--- src/rtl/alu_pkg.sv ---
// Shared ALU opcode definitions and small types used by the arbitrated ALU slice.
// Every user of the ALU opcodes imports this package.
package alu_pkg;

   localparam int ALU_OP_W = 4;

   typedef logic [ALU_OP_W-1:0] alu_op_t;

   localparam alu_op_t ALU_AND = 4'b0000;
   localparam alu_op_t ALU_OR  = 4'b0001;
   localparam alu_op_t ALU_ADD = 4'b0010;
   localparam alu_op_t ALU_SUB = 4'b0110;
   localparam alu_op_t ALU_EQ  = 4'b1000;

   typedef enum logic {
      RSP_EMPTY = 1'b0,
      RSP_FULL  = 1'b1
   } rsp_state_t;

endpackage

--- src/rtl/alu.sv ---
// Combinational integer ALU shared by the EX-stage requesters.
// Opcodes it does not decode produce a zero result.
module alu
   import alu_pkg::*;
#(
   parameter int DATA_WIDTH = 32
) (
   input  alu_op_t               operation,
   input  logic [DATA_WIDTH-1:0] src_a,
   input  logic [DATA_WIDTH-1:0] src_b,
   output logic [DATA_WIDTH-1:0] alu_result
);

   always_comb begin
      // NOTE: default assignment first so no path through the case can infer a latch.
      alu_result = '0;
      unique case (operation)
         ALU_AND: alu_result = src_a & src_b;
         ALU_OR:  alu_result = src_a | src_b;
         ALU_ADD: alu_result = src_a + src_b;
         ALU_SUB: alu_result = src_a - src_b;
         ALU_EQ:  alu_result = {{(DATA_WIDTH-1){1'b0}}, (src_a == src_b)};
         default: alu_result = '0;
      endcase
   end

endmodule

--- src/rtl/rr_arbiter.sv ---
// Round-robin grant: first valid request scanning from ptr upward, modulo NUM_REQ.
// Purely combinational; at most one grant bit is set.
module rr_arbiter #(
   parameter int NUM_REQ = 2,
   parameter int ID_W    = 1
) (
   input  logic [NUM_REQ-1:0] req,
   input  logic [ID_W-1:0]    ptr,
   output logic [NUM_REQ-1:0] grant,
   output logic [ID_W-1:0]    grant_idx
);

   logic            found;
   int              idx;
   logic [ID_W-1:0] sel;

   always_comb begin
      grant     = '0;
      grant_idx = '0;
      found     = 1'b0;
      idx       = 0;
      sel       = '0;
      for (int k = 0; k < NUM_REQ; k++) begin
         // ptr never exceeds NUM_REQ-1, so a single conditional subtract is the modulo
         idx = int'(ptr) + k;
         if (idx >= NUM_REQ) idx = idx - NUM_REQ;
         sel = ID_W'(idx);
         if (!found && req[sel]) begin
            found      = 1'b1;
            grant[sel] = 1'b1;
            grant_idx  = sel;
         end
      end
   end

endmodule

--- src/rtl/alu_arbiter.sv ---
// Shares one ALU between NUM_REQ requesters with round-robin arbitration and a
// single registered, back-pressurable response slot tagged with the requester index.
module alu_arbiter
   import alu_pkg::*;
#(
   parameter int DATA_WIDTH    = 32,
   parameter int OPCODE_LENGTH = 4,
   parameter int NUM_REQ       = 2,
   parameter int ID_W          = (NUM_REQ > 1) ? $clog2(NUM_REQ) : 1
) (
   input  logic                          clk,
   input  logic                          rst_n,
   input  logic [NUM_REQ-1:0]            req_valid,
   input  logic [NUM_REQ*OPCODE_LENGTH-1:0] req_op,
   input  logic [NUM_REQ*DATA_WIDTH-1:0] req_a,
   input  logic [NUM_REQ*DATA_WIDTH-1:0] req_b,
   output logic [NUM_REQ-1:0]            req_ready,
   output logic                          rsp_valid,
   output logic [ID_W-1:0]               rsp_id,
   output logic [DATA_WIDTH-1:0]         rsp_result,
   input  logic                          rsp_ready
);

   logic [OPCODE_LENGTH-1:0] op_arr [NUM_REQ];
   logic [DATA_WIDTH-1:0]    a_arr  [NUM_REQ];
   logic [DATA_WIDTH-1:0]    b_arr  [NUM_REQ];

   for (genvar g = 0; g < NUM_REQ; g++) begin : g_unpack
      assign op_arr[g] = req_op[g*OPCODE_LENGTH +: OPCODE_LENGTH];
      assign a_arr[g]  = req_a[g*DATA_WIDTH +: DATA_WIDTH];
      assign b_arr[g]  = req_b[g*DATA_WIDTH +: DATA_WIDTH];
   end

   rsp_state_t               state, state_nxt;
   logic [ID_W-1:0]          rr_ptr, rr_ptr_nxt;
   logic [NUM_REQ-1:0]       grant;
   logic [ID_W-1:0]          grant_idx;
   logic                     space;
   logic                     accept;
   logic [OPCODE_LENGTH-1:0] sel_op;
   logic [DATA_WIDTH-1:0]    sel_a, sel_b;
   logic [DATA_WIDTH-1:0]    alu_result;

   rr_arbiter #(
      .NUM_REQ (NUM_REQ),
      .ID_W    (ID_W)
   ) u_rr_arbiter (
      .req       (req_valid),
      .ptr       (rr_ptr),
      .grant     (grant),
      .grant_idx (grant_idx)
   );

   assign rsp_valid = (state == RSP_FULL);
   assign space     = !rsp_valid || rsp_ready;
   // Gated by rst_n so nothing is offered as accepted while reset is held.
   assign req_ready = rst_n ? (grant & {NUM_REQ{space}}) : '0;
   assign accept    = |req_ready;

   assign sel_op = op_arr[grant_idx];
   assign sel_a  = a_arr[grant_idx];
   assign sel_b  = b_arr[grant_idx];

   alu #(
      .DATA_WIDTH (DATA_WIDTH)
   ) u_alu (
      .operation  (alu_op_t'(sel_op)),
      .src_a      (sel_a),
      .src_b      (sel_b),
      .alu_result (alu_result)
   );

   assign rr_ptr_nxt = (grant_idx == ID_W'(NUM_REQ-1)) ? '0 : grant_idx + 1'b1;

   always_comb begin
      state_nxt = state;
      unique case (state)
         RSP_EMPTY: if (accept) state_nxt = RSP_FULL;
         RSP_FULL:  if (rsp_ready && !accept) state_nxt = RSP_EMPTY;
         default:   state_nxt = RSP_EMPTY;
      endcase
   end

   always_ff @(posedge clk or negedge rst_n) begin
      if (!rst_n) begin
         state <= RSP_EMPTY;
      end else begin
         // NOTE: non-blocking assignments for all registered state so every flop samples pre-edge values.
         state <= state_nxt;
      end
   end

   // NOTE: the response payload is reset too, so a discarded response never shows stale data.
   always_ff @(posedge clk or negedge rst_n) begin
      if (!rst_n) begin
         rr_ptr     <= '0;
         rsp_id     <= '0;
         rsp_result <= '0;
      end else if (accept) begin
         rr_ptr     <= rr_ptr_nxt;
         rsp_id     <= grant_idx;
         rsp_result <= alu_result;
      end
   end

endmodule

--- config.mk ---
export PLATFORM = sky130hd
export DESIGN_NAME = alu_arbiter
export DESIGN_NICKNAME = d
export VERILOG_FILES = /design/src/rtl/alu_pkg.sv /design/src/rtl/alu.sv /design/src/rtl/rr_arbiter.sv /design/src/rtl/alu_arbiter.sv
export SDC_FILE = /design/constraint.sdc
export NUM_CORES = 1
export LEC_CHECK = 0
export ABC_CLOCK_PERIOD_IN_PS = 5750
export BUFFER_PORTS_ARGS = -buffer_cell sky130_fd_sc_hd__clkbuf_2
export CELL_PAD_IN_SITES_DETAIL_PLACEMENT = 1
export CELL_PAD_IN_SITES_GLOBAL_PLACEMENT = 1
export CORE_MARGIN = 4
export CORE_UTILIZATION = 40
export CTS_BUF_LIST = sky130_fd_sc_hd__clkbuf_16
export DETAILED_ROUTE_END_ITERATION = 6
export GPL_TIMING_DRIVEN = 0
export PLACE_DENSITY = 0.95
export REMOVE_ABC_BUFFERS = 1
export SYNTH_ARGS = -nofsm -noshare
export SYNTH_HDL_FRONTEND = slang
export SYNTH_SLANG_ARGS = --single-unit
--- constraint.sdc ---
create_clock -name clk -period 5.75 [get_ports clk]
set_input_delay 0.8625 -clock clk [delete_from_list [all_inputs] [get_ports clk]]
set_output_delay 0.8625 -clock clk [all_outputs]
set_load 0.005 [all_outputs]
### Yosys cells after proc, flatten, opt, wreduce, memory -nomap -nowiden

Index checks and enable logic that the tools add are counted.

| word-level totals | value |
|---|---|
| bits in registers | 35 |
| input bits | 141 |
| output and inout bits | 36 |
| word-level logic and storage cells | 68 |

| cells by class | value |
|---|---|
| $add $sub $neg | 6 |
| magnitude comparators | 7 |
| eq/ne operators | 5 |
| muxes and demuxes | 30 |
| bitwise operators | 6 |
| reductions and logical operators | 10 |

Operators by type and width:

| kind | number |
|---|---|
| $mux 32 | 6 |
| $pmux 32 s5 | 1 |
| $add 32x32->32 | 1 |
| $and 32x32->32 | 1 |
| $eq 32x32->1 | 1 |
| $or 32x32->32 | 1 |
| $sub 32x32->32 | 1 |
| $mux 1 | 14 |
| $mux 4 | 3 |
| $mux 2 | 3 |
| $eq 4x1->1 const B | 1 |
| $eq 4x2->1 const B | 1 |
| $eq 4x3->1 const B | 1 |
| $eq 4x4->1 const B | 1 |
| $ge 2x2->1 const B | 2 |
| $logic_and 1x1->1 | 4 |
| $logic_not 4->1 | 1 |
| $lt 1x2->1 const B | 2 |
| $logic_not 1->1 | 3 |
| $add 1x1->2 const B | 1 |
| $and 2x2->2 | 1 |
| $demux 1 s1 | 2 |
| $ge 1x1->1 const B | 2 |
| $ge 1x2->1 const B | 1 |
| other kinds (8) | 9 |

### Logic depth before layout (Yosys ltp)

Gate-level depths: netlist of the first run.

| logic depth | value |
|---|---|
| depth in word-level cells | 16 |
| depth in mapped cells | 18 |
| depth with buffers taken out | 15 |

### Hierarchy

A second synthesis of the first run with hierarchy kept.

| second synthesis, totals | value |
|---|---|
| cell total of the unflattened synthesis | 839 |
| area, all modules | 6711.4 um^2 |

By module, submodules not included:

| module | instances | cells each | area an instance (um^2) | seq. area each (um^2) |
|---|---|---|---|---|
| alu | 1 | 681 | 4530.6 | 0.0 |
| alu_arbiter | 1 | 154 | 2150.8 | 875.8 |
| rr_arbiter | 1 | 4 | 30.0 | 0.0 |

### Worst setup path before layout of the first run

OpenSTA, ideal clock, no wires.

| timing path | value |
|---|---|
| path kind | input -> register |
| from | input port req_valid[0] |
| to | register rsp_result[18] |
| setup time | 0.130 ns |
| arrival time | 4.633 ns |
| required time | 5.620 ns |
| slack | 0.987 ns |
| cell stages on the path | 18 |
| buffers on the path | 3 |
| cells stage by stage | nand2b_1 nand2_1 buf_2 buf_1 clkbuf_1 mux2i_1 inv_1 ha_1 fa_1 a21o_1 a221o_1 o2111ai_2 a21oi_2 a31o_1 a211oi_1 o21bai_1 xor2_1 o21ai_1 |

| between the ends | value |
|---|---|
| longest elaborated chain between the ends | 12 |
| elaborated cells between the ends (all ways) | 35 |
| those cells by class | add/sub (2); eq/ne (4); mux (20); bitwise (5); reduce/logical (4) |

Ends and longest elaborated chain:

| what | line | text |
|---|---|---|
| from (decl) | alu_arbiter.sv:13 | `input logic [NUM_REQ-1:0] req_valid,` |
| $mux 1 (not written as such) (2 in series) | rr_arbiter.sv:28 | `if (!found && req[sel]) begin` |
| $mux 1 | rr_arbiter.sv:28 |  |
| $logic_not 1->1 | rr_arbiter.sv:28 |  |
| $logic_and 1x1->1 | rr_arbiter.sv:28 |  |
| $mux 1 | rr_arbiter.sv:28 |  |
| $not 1->2 (not written as such) | alu_arbiter.sv:60, alu_arbiter.sv:61, alu_arbiter.sv:62 |  |
| $mux 32 (not written as such) (tied with other cells) (3 in series) | alu_arbiter.sv:61 | `assign sel_a = a_arr[grant_idx];` |
| $sub 32x32->32 (tied with other cells) | alu.sv:21 | `ALU_SUB: alu_result = src_a - src_b;` |
| $pmux 32 s5 | alu.sv:17 | `unique case (operation)` |
| to (signal assigned) | alu_arbiter.sv:102 | `rsp_result <= alu_result;` |
| to (decl) | alu_arbiter.sv:20 | `output logic [DATA_WIDTH-1:0] rsp_result,` |

Several ways; a longest one is shown, not always the timed one. The select of a mux whose other input is x is not followed.
A chain may end at the register's enable or synchronous reset.

### Worst setup path in the final report of the first run

| timing path | value |
|---|---|
| from | input port req_valid[0] |
| to | register rsp_result[29] |

The elaborated chain is that of the path after synthesis.

==> results of run 1 <==
## tightest hold or removal path, stage by stage (launching register included)
cell and delay (ns):
dfrtp_1 0.35, nand2_1 0.05, o21ai_0 0.07
## metal layers
layer,share of wire (%),wire length (um)
met4,2.2,555
met1,43,10800
met2,49,12500
met5,0,0
met3,6.2,1570
## Yosys cell counts (all sizes together), types with 2 or more instances
cell type	number	area (um^2)
or3	6	47.5
nor3	17	85.1
nor2	84	318
a21oi	69	353
nand4	7	43.8
and2	6	37.5
nor3b	2	15.0
clkbuf	38	144
a31o	3	26.3
a41oi	2	17.5
mux2	60	676
and3	6	37.5
o21bai	13	97.6
nand2b	9	56.3
xor2	7	61.3
a221oi	11	109
o311ai	4	35.0
o31ai	10	75.1
dfrtp	35	876
xnor2	22	193
a22oi	17	128
and4	2	17.5
ha	99	1240
a311oi	2	17.5
inv	93	349
a211oi	10	75.1
a211o	4	35.0
buf	15	70.1
a21o	19	143
o31a	3	26.3
a2111oi	7	86.3
nand2	69	262
o21a	6	45.0
o2111ai	2	23.8
nand3	10	50.1
nand4b	3	26.3
nor2b	9	56.3
or4	3	22.5
o21ai	87	435
fa	2	40.0
nor4	8	65.1
mux2i	10	100
o211ai	8	65.1
a31oi	13	81.3
## per-stage QoR
step	cell area, um^2	hold WS [ns]	utilization (%)	worst slack, ns	setup TNS [ns]
finish	8160	0.510	48.7	0.746	0
global route	8160	0.534	48.7	0.507	0
CTS	8160	0.509	48.7	0.831	0
detailed placement	8020	0.493	47.9	0.549	0
global placement	7850	0.462	46.9	-3.24	-78.50
floorplan	6700	0.473	-	-0.554	-0.838
## sequential cells by signal, summed over array words and instances, names as in the netlist
register,cells
rr_ptr,1
rsp_valid,1
rsp_result,32
rsp_id,1
## path summary, 6_finish.rpt
check	startpoint	endpoint	slack, ns
worst max-delay path	req_valid[0]	rsp_result[29]$_DFFE_PN0P_	0.75
worst min-delay path	rsp_result[1]$_DFFE_PN0P_	rsp_result[1]$_DFFE_PN0P_	0.51
worst max register to register	rr_ptr$_DFFE_PN0P_	rsp_result[29]$_DFFE_PN0P_	1.00
worst min register to register	rsp_result[1]$_DFFE_PN0P_	rsp_result[1]$_DFFE_PN0P_	0.51
max in group asynchronous	rst_n	rsp_result[18]$_DFFE_PN0P_	4.35
min in group asynchronous	rst_n	rsp_valid$_DFF_PN0_	0.75
## power by group
| part | internal [W] | switching [W] | total (W) |
|---|---|---|---|
| Clock | 0.000157 | 0.000129 | 0.000286 |
| Sequential | 0.000290 | 0.0000274 | 0.000317 |
| Combinational | 0.000498 | 0.000771 | 0.00127 |
## kinds of logic (layout without fill, tap and decap cells)
group	Yosys count	after routing
compound gates	302	302
simple gates	245	245
buf+inv	146	281
fa+ha+maj	101	101
mux	70	70
flops	35	35
xor+xnor	29	29
## layout make-up
class | instances | area share, %
clock buffer | 5 | 1.53
sequential | 35 | 10.7
inverter | 93 | 4.28
tap | 220 | 3.37
clock inverter | 2 | 0.107
multi-input combinational | 747 | 67.6
timing repair buffer | 181 | 12.3
==> run metrics, run 1 <==
Max clock buf depth 2; total power 0.00187 W; slowest stage delay, CP 0.56 ns; post-cts resize count 0; H-tree depth 2; Yosys Warn Count 0; Peak VDD IR 0.132 mV; Seq. cell area 876 um^2; clk_lat worst skew 0.29 ns; crit path cell chain clkbuf_2, nand2b_1, nand2_4, buf_16, mux2i_1, inv_1, ha_1, a211o_1, a211oi_1, o31a_1, a21oi_1, a31oi_1, o21ai_0, o21ai_0, mux2i_1, nand4b_1; CTS sink cnt 35; gpl congestion 0.924; number of iterations in the first detailed-routing pass 6; PD cells 229 mW/mm^2; Top Usage Layer GRT met2; Netlist cell types 75; Synth Area in Compound Gates 28.8%; Clock Tree Root clkbuf_16; Top Ports 177; crit path max fanout 51; mux cell area share after synthesis 11.2%; Die Y 139 um; worst hold path type flip-flop to flip-flop; CP arrival 5.16 ns; Post-Synth XOR/XNOR Area 3.68%; Placed Cells 1276; Vias/cell 5.97; predominant post-synthesis flop cell dfrtp_1; CTS Hold Bufs 0; commonest non-fill, non-tap cells in the layout clkbuf_2, ha_1, inv_1; Seq/Total Area, Yosys 12.7%; ANT nets after route 0; Fillers 2138; CTS buffer count 5; Non-Filler Instances 1283; FMAX 200 MHz; Chip Width 139 um; Synth Cell Area 0.00691 mm^2; met1 usage 31.9%; grt met3 use 3.64%; RSZ-0062 raised after global routing no; Total GRT Usage 25.1%; HPWL Detailed 20200 um; simple-gate share of the synthesized area 17.0%; worst-margin pin slew 1.06 ns; largest family of logic cells by synthesized area compound AO/OA/AOI/OAI gates; slowest CP cell a211oi_1; IO Port Bufs 176; CTS tree yes; maximum capacitance violations 0; initial antenna violation count 0; Post-synth EDFFs 0; syn_area_per_cell 7.45 um^2; hold path cells 2; Slew Viols, Final 0; area of the multi-input gates 0.00552 mm^2; outcome completed; number of global-route vias before repair 7948; Synth Area in Adders 18.5%; ant diodes 0; critical path class primary input to flip-flop; first-pass GRT wire length 40600 um; clock skew 0.00297 ns; CP required 5.90 ns; Final setup viols 0; worst rel slew slack 29.3%; post-CTS setup buffer count 0; Mapped Cells 928; DRC 0; Setup crit start kind primary input; Leak 4.00 nW; crit-path leading delay family compound AO/OA/AOI/OAI gates; DR WL/cell 19.8 um; share of post-route cells with drive strength above 1 25.3%; Core ar. 0.0168 mm^2; Synth Register Bits 35; total grt overflow 0; leading cell type in the layout, fill and taps excluded clkbuf_2; Synth async-reset ratio 100%; Area growth syn-to-layout 18.1%; largest net degree at the start of global routing 52; met2 usage 43.7%; Initial Utilization 41.2%; Row Count 47; min Tclk post-route 5.00 ns; nets 1305; Critical path buffers and inverters 3; clk slew on worst S/H paths 0.06 ns; total number of vias 7654; Worst setup EP type flip-flop; period utilization 87.0%; Fin. Hold Viols 0; reg2reg path depth 15; drt initial violations 505; total routed wirelength 25400 um; WP depth 16; die area 0.0194 mm^2
Note: power is estimated with default switching activity, not from simulation.
==> inputs of run 2 (changes only) <==
==> constraint.sdc (replaced) <==
create_clock -name clk -period 5.75 [get_ports clk]
set_input_delay 0.2875 -clock clk [delete_from_list [all_inputs] [get_ports clk]]
set_output_delay 0.2875 -clock clk [all_outputs]
set_load 0.005 [all_outputs]
==> run 2 against run 1 <==
  * Global-route usage stayed put
  * Maximum frequency is 5.2% higher
  * Worst hold slack worse by 0.33 ns
  * Total power hardly changed
  * Final area stayed put
  * Sequential cell count stayed put
  * Register-to-register slack hardly changed
  * Setup slack better by 0.25 ns
  * Sequential share of layout area stayed put
  * Clock power hardly changed
  * Clock skew hardly changed
  * Non-clock buffer count stayed put
==> run metrics, run 2 (synthesis results as in run 1) <==
max reg flops 32 (unchanged); leading cell type in the layout, fill and taps excluded clkbuf_2; worst hold path type primary input to async pin; clk_lat worst skew 0.29 ns (about the same); Core Util, Final 48.7% (unchanged); slowest stage delay, CP 0.55 ns (about the same); min Tclk post-route 4.76 ns (-0.248 ns); ant diodes 0 (unchanged); clk slew on worst S/H paths 0.06 ns (about the same); Area growth syn-to-layout 18.1% (unchanged); FMAX 210 MHz (+5.2%); clock skew 0.00275 ns (-0.000222 ns); number of iterations in the first detailed-routing pass 7 (+1); Setup crit start kind flip-flop; Total GRT Usage 25.1% (unchanged); DR WL/cell 19.8 um (about the same); Max clock buf depth 2 (unchanged); CP required 5.90 ns (about the same); Initial Utilization 41.2% (unchanged); R2R setup slack 0.99 ns (about the same); share of post-route cells with drive strength above 1 25.3% (unchanged); Final setup viols 0 (unchanged); Die Y 139 um (unchanged); DRC 0 (unchanged); PD cells 229 mW/mm^2 (about the same); Leak 4.00 nW (unchanged); die area 0.0194 mm^2 (unchanged); Top Ports 177 (unchanged); largest net degree at the start of global routing 52 (unchanged); critical path class flip-flop to flip-flop; crit path cell chain nand2b_1, nand2_4, buf_16, mux2i_1, inv_1, ha_1, a211o_1, a211oi_1, o31a_1, a21oi_1, a31oi_1, o21ai_0, o21ai_0, mux2i_1, nand4b_1; period utilization 82.7% (-4.3 points); Peak VDD IR 0.132 mV (+0.29%); slowest CP cell a211oi_1; Fin. Hold Viols 0 (unchanged); Row Count 47 (unchanged); maximum capacitance violations 0 (unchanged); Chip Width 139 um (unchanged); commonest non-fill, non-tap cells in the layout clkbuf_2, ha_1, inv_1; worst-margin pin slew 1.06 ns (-0.00101 ns); CTS Hold Bufs 0 (unchanged); crit path max fanout 51 (unchanged); CTS tree yes; IO Port Bufs 176 (unchanged); outcome completed; CTS sink cnt 35 (unchanged); number of global-route vias before repair 7947 (-0.013%); CTS buffer count 5 (unchanged); CP arrival 4.91 ns (-0.25 ns); Vias/cell 5.97 (unchanged); Sum Neg Setup Slack 0 ns (unchanged); ANT nets after route 0 (unchanged); Slew Viols, Final 0 (unchanged); total routed wirelength 25400 um (about the same); first-pass GRT wire length 40600 um (about the same); gpl congestion 0.924 (unchanged); largest reg by FF count rsp_result; post-CTS setup buffer count 0 (unchanged); total number of vias 7654 (unchanged); H-tree depth 2 (unchanged); Clock Tree Root clkbuf_16; drt initial violations 499 (-1.2%); worst rel slew slack 29.3% (+0.067 points); RSZ-0062 raised after global routing no; Worst setup EP type flip-flop; nets 1305 (unchanged); initial antenna violation count 0 (unchanged); Core ar. 0.0168 mm^2 (unchanged); post-cts resize count 0 (unchanged); total grt overflow 0 (unchanged); HPWL Detailed 20200 um (unchanged)
## run 2: cell counts in the layout (fill, tap and decap cells not counted)
Identical to the previous run, type by type.
## run 2: power by group
part	internal (W)	total (W)	switching (W)	leakage [nW]
Sequential	0.000290	0.000317	0.0000274	0.455
Clock	0.000157	0.000286	0.000129	0.0671
Combinational	0.000498	0.00127	0.000771	3.48
## run 2: layer usage
metal | up-vias | GRT usage, % | share of wire, %
met4 | 0 | 7.93 | 2.3
met3 | 48 | 3.64 | 6.2
met5 | - | 0 | 0
li1 | 3579 | - | -
met1 | 3733 | 31.9 | 42
met2 | 294 | 43.7 | 49
## run 2: final cells by class
type	count	area, um^2
Multi-Input combinational cell	747	5520
Sequential cell	35	876
Clock inverter	2	8.76
Timing Repair Buffer	181	1010
Tap cell	220	275
Inverter	93	349
Clock buffer	5	125
Fill cell	2138	8600
## run 2: metrics by stage
step / cell area, um^2 / power, W / hold WS, ns / setup WS [ns] / cells
2_1_floorplan: 6700 / 0.00117 / -0.00809 / -0.150 / 875
3_3_place_gp: 7850 / 0.00150 / 0.462 / -2.67 / 1271
3_5_place_dp: 8020 / 0.00156 / 0.493 / 1.11 / 1276
4_1_cts: 8160 / 0.00186 / 0.211 / 1.07 / 1283
5_1_grt: 8160 / 0.00201 / 0.263 / 0.747 / 1283
6_report: 8160 / 0.00187 / 0.176 / 0.994 / 1283
## run 2: worst max-delay path: cells and delay by family, from the launching register on
kind | cells | cell delay [ns]
compound gates | 7 | 2.02
fa+ha+maj | 1 | 0.37
buf+inv | 2 | 0.48
flops | 1 | 0.39
mux | 2 | 0.64
simple gates | 3 | 0.70
## run 2: path summary, 6_finish.rpt
check | start | endpoint | cells after the start
worst min register to register | rsp_result[1]$_DFFE_PN0P_ | rsp_result[1]$_DFFE_PN0P_ | 2
worst min-delay path | rst_n | rsp_valid$_DFF_PN0_ | 1
worst max register to register | rr_ptr$_DFFE_PN0P_ | rsp_result[29]$_DFFE_PN0P_ | 15
worst max-delay path | rr_ptr$_DFFE_PN0P_ | rsp_result[29]$_DFFE_PN0P_ | 15
min in group clk | rsp_ready | rsp_valid$_DFF_PN0_ | 3
max in group asynchronous | rst_n | rsp_result[18]$_DFFE_PN0P_ | 1
